**config.mk**
```make
export PLATFORM = sky130hd
export DESIGN_NAME = branch_seq_uc
export DESIGN_NICKNAME = d
export VERILOG_FILES = /design/src/rtl/branch_seq_uc.sv
export SDC_FILE = /design/constraint.sdc
export NUM_CORES = 1
export LEC_CHECK = 0
export CORE_MARGIN = 8
export CORE_UTILIZATION = 47
export CTS_BUF_LIST = sky130_fd_sc_hd__clkbuf_16
export DETAILED_ROUTE_END_ITERATION = 8
export GPL_TIMING_DRIVEN = 0
export PLACE_DENSITY = 0.81
export REMOVE_ABC_BUFFERS = 1
export SYNTH_ARGS = -nofsm -noshare
export SYNTH_HDL_FRONTEND = slang
export SYNTH_SLANG_ARGS = --single-unit
```
**constraint.sdc**
```tcl
create_clock -name clk -period 3.7 [get_ports clk]
set_input_delay 0.74 -clock clk [delete_from_list [all_inputs] [get_ports clk]]
set_output_delay 0.74 -clock clk [all_outputs]
set_load 0.05 [all_outputs]
```
**src/rtl/branch_seq_uc.sv**
```systemverilog
// branch_seq_uc: multicycle branch sequencer driving the branch-condition evaluator and PC write.
// Optional BRANCH_STATS_EN adds saturating br_total/br_taken counters.
module branch_seq_uc #(
    parameter int CMP_WAIT = 0
`ifdef BRANCH_STATS_EN
    , parameter int CNT_W = 16
`endif
) (
    input  logic       clk,
    input  logic       reset,
    input  logic       start,
    input  logic [5:0] opcode,
    input  logic       update_UC,
    output logic       UC_control,
    output logic [1:0] UC_op,
    output logic       calc_target,
    output logic       compare,
    output logic       PC_write,
    output logic       busy,
    output logic       done,
    output logic       taken,
    output logic       invalid
`ifdef BRANCH_STATS_EN
    , output logic [CNT_W-1:0] br_total
    , output logic [CNT_W-1:0] br_taken
`endif
);
    typedef enum logic [1:0] {IDLE, TARGET, COMPARE, WRITE} state_t;
    state_t     state_q, state_d;
    logic [1:0] uc_op_q, uc_op_d;
    logic [3:0] cnt_q, cnt_d;
    logic       taken_q, taken_d;
    logic       invalid_q, invalid_d;
    logic       legal;
    assign legal = opcode[5:2] == 4'b0001;
    always_comb begin
        state_d   = state_q;
        uc_op_d   = uc_op_q;
        cnt_d     = cnt_q;
        taken_d   = taken_q;
        invalid_d = 1'b0;
        case (state_q)
            IDLE: begin
                if (start && legal) begin
                    state_d = TARGET;
                    uc_op_d = opcode[1:0];
                    taken_d = 1'b0;
                end
                invalid_d = start && !legal;
            end
            TARGET: begin
                state_d = COMPARE;
                cnt_d   = 4'(CMP_WAIT);
            end
            COMPARE: begin
                // the verdict is only trusted on the last settling cycle
                state_d = (cnt_q == 4'd0) ? WRITE : COMPARE;
                taken_d = (cnt_q == 4'd0) ? update_UC : taken_q;
                cnt_d   = (cnt_q == 4'd0) ? cnt_q : cnt_q - 4'd1;
            end
            default: state_d = IDLE;
        endcase
    end
    always_ff @(posedge clk or negedge reset) begin
        if (!reset) begin
            state_q   <= IDLE;
            uc_op_q   <= 2'b00;
            cnt_q     <= 4'd0;
            taken_q   <= 1'b0;
            invalid_q <= 1'b0;
        end else begin
            state_q   <= state_d;
            uc_op_q   <= uc_op_d;
            cnt_q     <= cnt_d;
            taken_q   <= taken_d;
            invalid_q <= invalid_d;
        end
    end
    assign UC_control  = state_q == COMPARE;
    assign compare     = state_q == COMPARE;
    assign calc_target = state_q == TARGET;
    assign done        = state_q == WRITE;
    assign PC_write    = (state_q == WRITE) && taken_q;
    assign busy        = state_q != IDLE;
    assign UC_op       = uc_op_q;
    assign taken       = taken_q;
    assign invalid     = invalid_q;
`ifdef BRANCH_STATS_EN
    logic [CNT_W-1:0] total_q, total_d, tkn_q, tkn_d;
    always_comb begin
        total_d = total_q;
        tkn_d   = tkn_q;
        if (state_q == WRITE) begin
            total_d = (&total_q) ? total_q : total_q + 1'b1;
            tkn_d   = (taken_q && !(&tkn_q)) ? tkn_q + 1'b1 : tkn_q;
        end
    end
    always_ff @(posedge clk or negedge reset) begin
        if (!reset) begin
            total_q <= '0;
            tkn_q   <= '0;
        end else begin
            total_q <= total_d;
            tkn_q   <= tkn_d;
        end
    end
    assign br_total = total_q;
    assign br_taken = tkn_q;
`endif
endmodule
```
==> flow_summary.json <==
{
  "status": "finished, final reports clean",
  "crit_path_end_kind": "output pin",
  "finalMaxSlewViolations": 0,
  "cts_setup_buffers": 0,
  "global_route.overflow_total": 0,
  "start_kind": "flop",
  "synth_cell_types": 28,
  "antenna_found_initial": 0,
  "diodes": 0,
  "cp.depth": 3,
  "synthCells": 61,
  "grt_max_degree": 15,
  "crit_type": "flop to output pin",
  "crit_fanout": 14,
  "nets": 99,
  "crit_buf_inv": 2,
  "gp_congestion": 0.7899,
  "switching_share": 0.4453,
  "fin_setup_tns_ns": 0,
  "cts.clk_slew.worst_paths_ns": 0.04,
  "rr_startpoint": "state_q[0]$_DFFE_PN0P_",
  "start_util": 0.5005,
  "worst_pin_slew_ns": 0.5073,
  "place_area_um2": 840.8,
  "min_period_over_period": 0.7627,
  "layout_commonest_cell": "clkdlybuf4s50_1",
  "grt_pass1_vias": 575,
  "die-area_um2": 2808,
  "startpoint": "state_q[0]$_DFFE_PN0P_",
  "rsz0062_at_grt": "false",
  "insertion_delay_ns": 0.23,
  "pre_cts_ws_ns": 1.111,
  "io_pins": 20,
  "syn_area_per_cell_um2": 10.54,
  "grt_util_all_layers": 0.1210,
  "drt_first_pass_iters": 4,
  "tritoncts": "built",
  "combPwrFrac": 0.558,
  "peakVddDrop_mv": 0.4423,
  "layout-drive-gt1-share": 0.1111,
  "cp.arrival_ns": 2.08,
  "final_cells": 96,
  "cts.repair.resized": 0,
  "power.density_nw_per_um2": 858.7,
  "max_slew_margin": 0.6607,
  "drt-total-wl_mm": 1.517,
  "layout_common_cells": "clkdlybuf4s50_1 (19), dfrtp_1 (10), ha_1 (6), inv_1 (5), nand2_1 (5)",
  "hpwlAfterDp_mm": 1.177,
  "dieWidth_um": 52.99,
  "area_growth_pct": 42.41,
  "seq_area_frac_synth": 0.3891,
  "ys_seq_elements": 10,
  "core_um2": 1285,
  "ys.warnings.count": 0,
  "p_leak_nw": 0.4126,
  "cp_top_family": "buffers and inverters",
  "grt_pass1_wl_mm": 2.546,
  "routedWlPerCell_um": 15.80,
  "hold_viol_final": 0,
  "crit_end": "compare",
  "rr_worst_depth": 5,
  "final_area_um2": 915.9,
  "ctsHoldBuffers": 0,
  "p_int_uw": 436.3,
  "dpl.cell_count": 93,
  "drv_cap": 0,
  "cts-root-buf": "clkbuf_16",
  "finalSetupViolCount": 0,
  "r2r_slack_ns": 2.07,
  "fin_util": 0.7128,
  "fp.dieH_um": 52.99,
  "vias": 528,
  "layout_setup_ws_ns": 0.8780,
  "row_count": 13,
  "cp_slowest_cell": "clkdlybuf4s50_1",
  "timing.fmax_mhz": 354.4,
  "drt.antenna.violating_nets": 0,
  "fin_skew_ns": 0.001657,
  "viasPerCell": 5.500,
  "crit_chain": "inv_1, ha_1, clkdlybuf4s50_1",
  "cts_buffer_depth": 2,
  "required_ns": 2.96,
  "max_stage_delay_ns": 0.89,
  "power.switching_uw": 350.2,
  "drc": 0,
  "min-delay-path-class": "flop to flop",
  "clockPowerShare": 0.233,
  "drt-initial-drc-count": 7,
  "fin_crit_ns": 2.822,
  "numCtsBuffers": 3,
  "seqPwrFrac": 0.208,
  "r2r_end": "state_q[0]$_DFFE_PN0P_",
  "io_buffer_count": 19,
  "clock_sinks": 10,
  "synth_area_um2": 643.1,
  "htree_levels": 1
}
cell type report:
class | instances | area [um2]
sequential | 10 | 250.2
tap | 15 | 18.77
multi-input combinational | 44 | 362.8
inverter | 5 | 18.77
fill | 96 | 369.1
timing repair buffer | 19 | 190.2
clock buffer | 3 | 75.07
synthesized netlist by cell type (all sizes together):
master	number	share of area
a211o	1	0.016
and3	1	0.018
o21ai	4	0.031
nand2	5	0.029
clkbuf	1	0.0058
nand4bb	1	0.018
nor2	3	0.018
nand4b	3	0.041
or4	1	0.012
buf	1	0.012
or3	1	0.0097
nand3	2	0.016
a32oi	1	0.014
mux2	3	0.064
inv	5	0.029
o2bb2ai	1	0.014
o31a	1	0.014
and2	1	0.0097
nor4b	1	0.037
nand4	1	0.0097
or3b	1	0.014
a21oi	2	0.016
ha	6	0.12
nor2b	2	0.019
dfrtp	10	0.39
a21bo	1	0.016
nor4bb	1	0.016
how the worst min path moves through the flow:
stage,from,to,slack [ns],cells after the start
3_3_place_gp,UC_op[0]$_DFFE_PN0P_,UC_op[0]$_DFFE_PN0P_,0.49,1
2_1_floorplan,reset,UC_op[0]$_DFFE_PN0P_,0.44,0
6_report,UC_op[0]$_DFFE_PN0P_,UC_op[0]$_DFFE_PN0P_,0.52,1
5_1_grt,UC_op[0]$_DFFE_PN0P_,UC_op[0]$_DFFE_PN0P_,0.54,1
3_5_place_dp,UC_op[0]$_DFFE_PN0P_,UC_op[0]$_DFFE_PN0P_,0.52,1
4_1_cts,UC_op[0]$_DFFE_PN0P_,UC_op[0]$_DFFE_PN0P_,0.53,1
flip-flops by register name, summed over array words and instances (netlist names):
| register | count |
|---|---|
| taken | 1 |
| cnt_q | 4 |
| state_q | 2 |
| UC_op | 2 |
| invalid | 1 |
per-stage QoR:
stage	hold slack, ns	power [mW]
2_1_floorplan	0.4444	0.4713
5_1_grt	0.5397	0.8327
6_report	0.5204	0.7865
3_5_place_dp	0.5202	0.6076
4_1_cts	0.5283	0.7952
3_3_place_gp	0.4901	0.5980
layer usage:
| metal | up-vias | global-route usage | wire, um |
|---|---|---|---|
| met1 | 245 | 0.1341 | 651 |
| met5 | - | 0 | 0 |
| met3 | 5 | 0.03922 | 87 |
| met4 | 0 | 0.04310 | 22 |
| met2 | 15 | 0.2090 | 755 |
| li1 | 263 | - | - |
power groups by stage:
stage                     Combinational [mW]  Clock, mW  Sequential, mW
final                                  0.439      0.184           0.164
after CTS                              0.444      0.186           0.165
after detailed placement               0.441          0           0.166
after floorplan                        0.246          0           0.225
after global routing                   0.474      0.190           0.169
after global placement                 0.435          0           0.163
cells by family (layout without fill, tap and decap cells):
group           count (synthesis)  count (layout)  synth area share
mux                             3               3           0.06420
buf+inv                         7              27           0.04669
fa+ha+maj                       6               6            0.1167
simple gates                   24              24            0.2646
flops                          10              10            0.3891
compound gates                 11              11            0.1187
Power figures use the tool's default switching activity.
